**src/rtl/mem_arbiter.sv**
```systemverilog
// Two-port round-robin arbiter in front of a shared 32x32 word memory.
// Each granted access runs IDLE -> ACCESS -> CAPTURE -> ACK (one access per
// four cycles). Optional build macro MEM_ARB_CLEAR_EN adds a post-reset CLEAR
// sequence that writes zero to every word while holding busy high.
module mem_arbiter (
   input  logic        clock,
   input  logic        reset,
   input  logic        a_req,
   input  logic        a_we,
   input  logic [4:0]  a_addr,
   input  logic [31:0] a_wdata,
   output logic        a_ack,
   output logic [31:0] a_rdata,
   input  logic        b_req,
   input  logic        b_we,
   input  logic [4:0]  b_addr,
   input  logic [31:0] b_wdata,
   output logic        b_ack,
   output logic [31:0] b_rdata,
   output logic [4:0]  mem_address,
   output logic [31:0] mem_data_in,
   output logic        mem_read_en,
   output logic        mem_write_en,
   input  logic [31:0] mem_data_out,
   output logic        busy
);

   // state   | meaning
   // IDLE    | wait for a request, pick a winner, latch its command
   // ACCESS  | exactly one memory enable high for the latched command
   // CAPTURE | read data valid on mem_data_out, loaded into winner's rdata
   // ACK     | one-cycle ack to the winner, last-grant pointer updated
   // CLEAR   | (MEM_ARB_CLEAR_EN only) zero-fill addresses 0..31, busy high
   typedef enum logic [2:0] {
      IDLE    = 3'd0,
      ACCESS  = 3'd1,
      CAPTURE = 3'd2,
      ACK     = 3'd3
`ifdef MEM_ARB_CLEAR_EN
      ,CLEAR  = 3'd4
`endif
   } state_t;

`ifdef MEM_ARB_CLEAR_EN
   localparam state_t RESET_STATE = CLEAR;
`else
   localparam state_t RESET_STATE = IDLE;
`endif

   state_t state;
   logic   lat_we;
   logic   gnt_b;
   logic   last_b;
   logic   pick_b;

   // B wins when it is the only requester, or both request and A went last.
   assign pick_b = b_req & (~a_req | ~last_b);

`ifdef MEM_ARB_CLEAR_EN
   logic busy_q;
   assign busy = busy_q;
`else
   assign busy = 1'b0;
`endif

   // Arbitration FSM with registered memory and requester outputs.
   always_ff @(posedge clock or negedge reset) begin
      if (!reset) begin
         state        <= RESET_STATE;
         lat_we       <= 1'b0;
         gnt_b        <= 1'b0;
         last_b       <= 1'b1;
         a_ack        <= 1'b0;
         b_ack        <= 1'b0;
         a_rdata      <= '0;
         b_rdata      <= '0;
         mem_address  <= '0;
         mem_data_in  <= '0;
         mem_read_en  <= 1'b0;
         mem_write_en <= 1'b0;
`ifdef MEM_ARB_CLEAR_EN
         busy_q       <= 1'b0;
`endif
      end else begin
         case (state)
            IDLE: begin
               if (a_req || b_req) begin
                  gnt_b        <= pick_b;
                  lat_we       <= pick_b ? b_we : a_we;
                  mem_address  <= pick_b ? b_addr : a_addr;
                  mem_data_in  <= pick_b ? b_wdata : a_wdata;
                  mem_write_en <= pick_b ? b_we : a_we;
                  mem_read_en  <= pick_b ? ~b_we : ~a_we;
                  state        <= ACCESS;
               end
            end
            ACCESS: begin
               mem_write_en <= 1'b0;
               mem_read_en  <= 1'b0;
               state        <= CAPTURE;
            end
            CAPTURE: begin
               if (!lat_we) begin
                  if (gnt_b) b_rdata <= mem_data_out;
                  else       a_rdata <= mem_data_out;
               end
               a_ack <= ~gnt_b;
               b_ack <= gnt_b;
               state <= ACK;
            end
            ACK: begin
               a_ack  <= 1'b0;
               b_ack  <= 1'b0;
               last_b <= gnt_b;
               state  <= IDLE;
            end
`ifdef MEM_ARB_CLEAR_EN
            CLEAR: begin
               busy_q      <= 1'b1;
               mem_data_in <= '0;
               if (!mem_write_en) begin
                  mem_write_en <= 1'b1;
                  mem_address  <= '0;
               end else if (mem_address == 5'd31) begin
                  mem_write_en <= 1'b0;
                  mem_address  <= '0;
                  busy_q       <= 1'b0;
                  state        <= IDLE;
               end else begin
                  mem_address <= mem_address + 5'd1;
               end
            end
`endif
            default: state <= IDLE;
         endcase
      end
   end

endmodule

```
**config.mk**
```make
export PLATFORM = sky130hd
export DESIGN_NAME = mem_arbiter
export DESIGN_NICKNAME = d
export VERILOG_FILES = /design/src/rtl/mem_arbiter.sv
export SDC_FILE = /design/constraint.sdc
export NUM_CORES = 1
export LEC_CHECK = 0
export ABC_CLOCK_PERIOD_IN_PS = 3800
export BUFFER_PORTS_ARGS = -buffer_cell sky130_fd_sc_hd__buf_4
export CORE_UTILIZATION = 50
export DETAILED_ROUTE_END_ITERATION = 12
export HOLD_SLACK_MARGIN = 0.06
export MAX_ROUTING_LAYER = met4
export PLACE_DENSITY = 0.88
export SLEW_MARGIN = 20
export SYNTH_ARGS = -nofsm -noshare
export SYNTH_HDL_FRONTEND = slang
export SYNTH_SLANG_ARGS = --single-unit
```
**constraint.sdc**
```tcl
create_clock -name clock -period 3.8 [get_ports clock]
set_input_delay 0.38 -clock clock [delete_from_list [all_inputs] [get_ports clock]]
set_output_delay 0.38 -clock clock [all_outputs]
set_load 0.02 [all_outputs]
```
==> results of run 1 <==
==> worst max-delay path by stage <==
stage          startpoint     endpoint  slack, ns
6_report         state[0]  a_rdata[30]       1.88
5_1_grt            last_b  mem_read_en       1.74
4_1_cts          state[0]  a_rdata[10]       1.85
3_5_place_dp        a_req  mem_read_en       1.75
3_3_place_gp        a_req  mem_read_en       1.82
2_1_floorplan    state[0]  a_rdata[10]       2.14
==> critical path: cells and delay by family (launching register included) <==
family,cells,cell delay [ns]
simple gates,1,0.22
fa+ha+maj,1,0.28
buf+inv,2,0.52
flops,1,0.41
mux,1,0.39
==> state kept, by name, summed over array words and instances, names as in the netlist, 2 cells and up <==
signal,flops
state,2
a_rdata,32
mem_address,5
mem_data_in,32
b_rdata,32
==> per-layer routing <==
layer / part of all wire [%] / global-route usage [%]
met4: 1.1 / 7.003
met3: 7.3 / 4.892
met2: 50 / 42.69
met1: 42 / 33.68
met5: 0 / -
==> report_power, final <==
group	internal (mW)	switching, mW
Clock	0.251	0.416
Sequential	1.78	0.348
Combinational	1.40	1.61
Total	3.42	2.37
==> cells by family (layout without fill, tap and decap cells) <==
logic type	after synthesis	in the layout	share of synthesized area [%]
AOI/OAI and AO/OA	83	83	9.720
other	1	1	0.08300
DFF	110	110	60.95
and+or+nand+nor	84	84	7.394
buffers and inverters	27	243	3.378
adders and majority gates	4	4	1.108
muxes	70	70	17.36
==> area by class of cell <==
type,instances,area [um^2]
Clock buffer,10,127.6
Clock inverter,6,55.05
Fill cell,588,2335
Inverter,4,15.01
Multi-Input combinational cell,242,1623
Sequential cell,110,2754
Tap cell,108,135.1
Timing Repair Buffer,223,1677
==> stage by stage <==
step                      hold slack (ns)  area, um^2  total power, mW  utilization (%)
after floorplan                   0.08441        4518            3.867                -
after global placement             0.4234        6193            5.054            71.02
after detailed placement           0.4334        6193            5.175            71.02
after CTS                          0.2273        6386            5.836            73.23
after global routing               0.2160        6386            6.125            73.23
final                              0.2420        6386            5.794            73.23
==> cells in the final DEF (no fill, tap or decap), types with 3 or more instances in the layout <==
cell and n:
clkbuf_8 9, nand2_1 41, dfrtp_1 109, mux2i_1 3
ha_1 4, a21oi_1 74, nor2_1 41, buf_4 222
inv_1 4, mux2_2 65
==> results.yml, run 1 <==
run_status:
  status: "finished, final reports clean"
power:
  vdd_drop_max_mv: 0.4292
  power.leakage_nw: 3.099
  powerDensity_mw_per_mm2: 907.3
yosys:
  ys_ff_latch: 110
  yosysUniqueCellTypes: 25
  ys.flop_type: "dfrtp_1"
  synthArstFlopShare_pct: 100.0
  synth_edf_count: 0
  synth_most_common_cell: "dfrtp_1"
  ys_seq_area_share_pct: 60.95
  synth_top_area_share_pct: 60.37
  ys_top_cells_by_count: "dfrtp_1, a21oi_1, mux2_2"
  syn_avg_cell_area_um2: 11.92
  ys_warn_count: 0
  yosysTopAreaCell: "dfrtp_1"
  synth_fp_nets: 495
  netlist_area_mm2: 0.004518
  netlist_instances: 379
  synthTopCellsByArea: "dfrtp_1, mux2_2, a21oi_1"
finish:
  drive_above_1_share_pct: 51.60
  fin_nets: 706
  area_growth_pct: 41.35
  final_cell_count_no_fill: 703
  antenna_cells: 0
global_route:
  grt_max_degree: 51
  grt_pass1_wl_um: 18940
  grt_pass1_vias: 3815
  antenna_found_initial: 0
  overflow: 0
  grt_use_total_pct: 26.09
route:
  wire_per_inst_um: 16.31
  viasPerCell: 5.270
  ant_nets: 0
  drc: 0
  drt_iter0_drc: 71
  vias: 3705
  wirelength_um: 11470
  drt_pass1_iterations: 4
sta:
  clock_skew_ns: 0.01698
  timing.final.ws_setup_ns: 1.875
  setup_viol: 0
  rsz0062_at_grt: "false"
  slew_headroom_pct: 28.76
  finalHoldViolCount: 0
  finalSetupTns_ns: 0
  worstMarginPinSlew_ns: 1.066
  min_period_ns: 1.925
  slew_viol_final: 0
  fin_crit_sh_pct: 50.65
  timing.fmax_mhz: 519.6
setup_path:
  path_class: "flip-flop to flip-flop"
  critical_path_arrival_ns: 2.17
  crit_chain: "inv_1, ha_1, nor3b_4, buf_4, mux2_2"
  r2r_cells: 5
  cp-start-kind: "flip-flop"
  timing.rr.start: "state[0]"
  crit_slowest_cell: "dfrtp_1"
  cp.required_ns: 4.05
  reg2reg_to: "a_rdata[30]"
  endpoint_kind: "flip-flop"
  r2r_slack_ns: 1.88
  worstPathMaxFanout: 32
  slowest_delay_ns: 0.41
clocking:
  cts_setup_buffers: 0
  clock_sinks: 110
  cts_buffer_depth: 2
  clk_latency_ns: 0.37
  cts_hold_buf: 1
  cts_inserted_buffers: 9
  root_buffer: "clkbuf_8"
  ctsHtreeMaxLevel: 3
  cts_resized: 0
  path_clk_slew_ns: 0.12
  cts_tree: "built"
placement:
  io_buffers: 216
  hpwl_um: 8352
  placedCellCount: 686
  pre_cts_ws_ns: 1.751
  globalplace.congestion: 0.8088
worst_hold_path:
  min_path_cells: 3
  hold_path.class: "primary input to flip-flop"
  min_to: "mem_data_in[30]"
  min_from: "a_wdata[30]"
floorplanning:
  die-height_um: 97.06
  coreArea_mm2: 0.008721
  die_area_mm2: 0.009421
  die_w_um: 97.06
  fp-row-count: 34
  ios: 218
  start_util_pct: 51.81
job:
  maxCapViolCount: 0
Power figures use the tool's default switching activity.
==> inputs of run 2 (changes only) <==
--- a/config.mk
+++ b/config.mk
@@ -5,13 +5,14 @@
 export SDC_FILE = /design/constraint.sdc
 export NUM_CORES = 1
 export LEC_CHECK = 0
-export ABC_CLOCK_PERIOD_IN_PS = 3800
+export ABC_AREA = 1
+export ABC_CLOCK_PERIOD_IN_PS = 1700
 export BUFFER_PORTS_ARGS = -buffer_cell sky130_fd_sc_hd__buf_4
-export CORE_UTILIZATION = 50
+export CORE_UTILIZATION = 42
 export DETAILED_ROUTE_END_ITERATION = 12
 export HOLD_SLACK_MARGIN = 0.06
 export MAX_ROUTING_LAYER = met4
-export PLACE_DENSITY = 0.88
+export PLACE_DENSITY = 0.78
 export SLEW_MARGIN = 20
 export SYNTH_ARGS = -nofsm -noshare
 export SYNTH_HDL_FRONTEND = slang
==> constraint.sdc (replaced) <==
create_clock -name clock -period 1.7 [get_ports clock]
set_input_delay 0.17 -clock clock [delete_from_list [all_inputs] [get_ports clock]]
set_output_delay 0.17 -clock clock [all_outputs]
set_load 0.02 [all_outputs]
==> run 2 against run 1 <==
Compared with the run above:
- setup slack lost 1.7 ns
- clock skew is 0.0059 ns lower
- via count grew 21%
- critical endpoint is now mem_data_in[26]
- maximum frequency grew 30%
- sequential share of layout area decreased by 2.3 points
- synthesized area up 4.7%
- register-to-register slack got worse by 1.7 ns
- design area rose by 5.7%
- highest routed layer unchanged
==> results.yml, run 2 <==
run_status:
  status: "finished, final reports clean"
sta:
  setup_viol: 0
  min_period_ns: 1.482
  finalHoldViolCount: 0
  slew_headroom_pct: 63.88
  worstMarginPinSlew_ns: 0.5418
  finalSetupTns_ns: 0
  clock_skew_ns: 0.01110
  rsz0062_at_grt: "false"
  slew_viol_final: 0
  timing.fmax_mhz: 674.7
  fin_crit_sh_pct: 87.18
setup_path:
  critical_path_arrival_ns: 1.78
  crit_chain: "inv_1, ha_1, o21ai_2, inv_2, buf_12, nand2_1, nand2_1"
  cp.required_ns: 2.00
  reg2reg_to: "mem_data_in[26]"
  cp-start-kind: "flip-flop"
  r2r_cells: 7
  path_class: "flip-flop to flip-flop"
  crit_top_cell: "nand2_1"
  critPathTopFamily: "buffers and inverters"
  worstPathMaxFanout: 30
  crit_slowest_cell: "dfrtp_1"
  timing.rr.start: "state[1]"
  endpoint_kind: "flip-flop"
  r2r_slack_ns: 0.22
  path_buf_inv: 3
  slowest_delay_ns: 0.41
floorplanning:
  ios: 218
  fp-row-count: 38
  coreArea_mm2: 0.01089
  start_util_pct: 43.45
  die_area_mm2: 0.01169
  die_w_um: 108.1
  die-height_um: 108.1
clocking:
  cts_tree: "built"
  cts_inserted_buffers: 9
  ctsHtreeMaxLevel: 3
  root_buffer: "clkbuf_8"
  cts_buffer_depth: 2
  clock_sinks: 110
  clk_latency_ns: 0.36
  path_clk_slew_ns: 0.10
finish:
  final_cell_mix: "nand2_1, buf_4, dfrtp_1"
  reg_top3: "a_rdata: 32 flops, b_rdata: 32 flops, mem_data_in: 32 flops"
  antenna_cells: 0
  fin_nets: 896
  n_fill_cell: 888
  drive_above_1_share_pct: 31.21
  area_growth_pct: 42.66
  layout_commonest_cell: "nand2_1"
yosys:
  synth_top_area_share_pct: 57.66
  synthArstFlopShare_pct: 100.0
  synthTopCellsByArea: "dfrtp_1, nand2_1, o21ai_0"
  yosysUniqueCellTypes: 19
  ys.flop_type: "dfrtp_1"
  yosysTopAreaCell: "dfrtp_1"
  netlist_instances: 572
  synth_fa_ha_area_share_pct: 1.058
  ys_top_cells_by_count: "nand2_1, dfrtp_1, o21ai_0"
  yosys.area_share.xor_xnor_pct: 0
  syn_avg_cell_area_um2: 8.271
  ys_warn_count: 0
  synth_fp_nets: 688
  synth_top_family_by_area: "simple AND/OR/NAND/NOR gates"
  synthSimpleGateAreaFrac_pct: 25.81
  synth_most_common_cell: "nand2_1"
  muxShareOfSynthArea_pct: 0
  synth_edf_count: 0
  netlist_area_mm2: 0.004731
  ys_ff_latch: 110
  ys_seq_area_share_pct: 58.21
  synth_compound_area_share_pct: 8.014
route:
  wire_per_inst_um: 13.66
  ant_nets: 0
  wirelength_um: 12640
  viasPerCell: 4.842
  drt_iter0_drc: 242
  vias: 4479
  drc: 0
  drt_pass1_iterations: 7
job:
  maxCapViolCount: 0
placement:
  io_buffers: 216
  globalplace.congestion: 0.7959
  hpwl_um: 9070
worst_hold_path:
  min_to: "a_rdata[10]"
  hold_path.class: "primary input to flip-flop"
  min_path_cells: 3
  min_from: "mem_data_out[10]"
global_route:
  antenna_found_initial: 0
  grt_max_degree: 103
  grt_pass1_vias: 4265
  overflow: 0
  grt_pass1_wl_um: 19770
  grt_use_total_pct: 22.36
power:
  power_mw: 12.67
  powerDensity_mw_per_mm2: 1877
  vdd_drop_max_mv: 1.257
  power.leakage_nw: 3.824
## run 2: cell types whose count changed after synthesis, sizes merged, moves of 2 or more
cell / delta
clkbuf: +9
nand2: +220
inv: +37
buf: +2
nand3: +44
mux2i: -3
a21oi: -73
mux2: -67
o21ai: +68
nor2: -38
o211ai: +2
## run 2: worst max path at each step
stage / end / cells after the start / slack [ns] / start
2_1_floorplan: b_rdata[10] / 6 / 0.37 / state[0]
3_3_place_gp: mem_read_en / 7 / 0.24 / state[0]
3_5_place_dp: mem_read_en / 7 / 0.16 / state[0]
4_1_cts: mem_read_en / 7 / 0.15 / state[0]
5_1_grt: mem_address[0] / 7 / 0.08 / state[1]
6_report: mem_data_in[26] / 7 / 0.22 / state[1]
## run 2: stage by stage
| step | hold slack [ns] | worst slack [ns] | utilization (%) | cells | area (um^2) |
|---|---|---|---|---|---|
| 6_report | 0.07702 | 0.2180 | 61.99 | 925 | 6749 |
| 5_1_grt | 0.07217 | 0.07988 | 61.99 | 925 | 6749 |
| 4_1_cts | 0.06093 | 0.1452 | 61.95 | 925 | 6745 |
| 3_5_place_dp | 0.008071 | 0.1583 | 59.55 | 904 | 6484 |
| 3_3_place_gp | 0.001522 | 0.2382 | 59.55 | 904 | 6484 |
| 2_1_floorplan | -0.1256 | 0.3692 | - | 572 | 4731 |
## run 2: area by class of cell
class / instances / area (um^2) / share of cell area (%)
flip-flops and latches: 110 / 2754 / 40.80
repair buffers: 231 / 1800 / 26.68
multi-input cells: 387 / 1654 / 24.51
well taps: 140 / 175.2 / 2.595
clock buffers: 14 / 172.7 / 2.558
inverters: 41 / 153.9 / 2.280
clock inverters: 2 / 38.79 / 0.5747
## run 2: cells by family after synthesis
kind of cell | after synthesis
other | 1
AOI/OAI and AO/OA | 74
DFF | 110
and+or+nand+nor | 308
buffers and inverters | 75
adders and majority gates | 4
## run 2: worst reg2reg max path: cells and delay by family (launching register included)
family / cells / cell delay, ns
buffers and inverters: 3 / 0.50
adders and majority gates: 1 / 0.25
DFF: 1 / 0.41
and+or+nand+nor: 2 / 0.15
AOI/OAI and AO/OA: 1 / 0.11
## run 2: power breakdown
part	leakage, nW	switching, mW	internal (mW)
combinational	2.36	3.78	2.57
sequential	1.35	0.764	3.91
clock	0.107	0.833	0.808
total	3.82	5.38	7.28
## run 2: per-layer routing
layer	part of all wire, %	vias up	wire [um]	GRT usage (%)
li1	-	2186	-	-
met1	41	2074	5166	26.36
met2	47	195	5900	36.03
met3	10	24	1308	6.389
met4	2.0	0	259	9.002
met5	0	-	0	-
## run 2: what timing repair did
action	4_1_cts	5_1_grt
endpoints found under the setup margin	0	1
hold buffers	5	0
buffers inserted	0	0
resized for setup	0	1
endpoints found under the hold margin	115	0
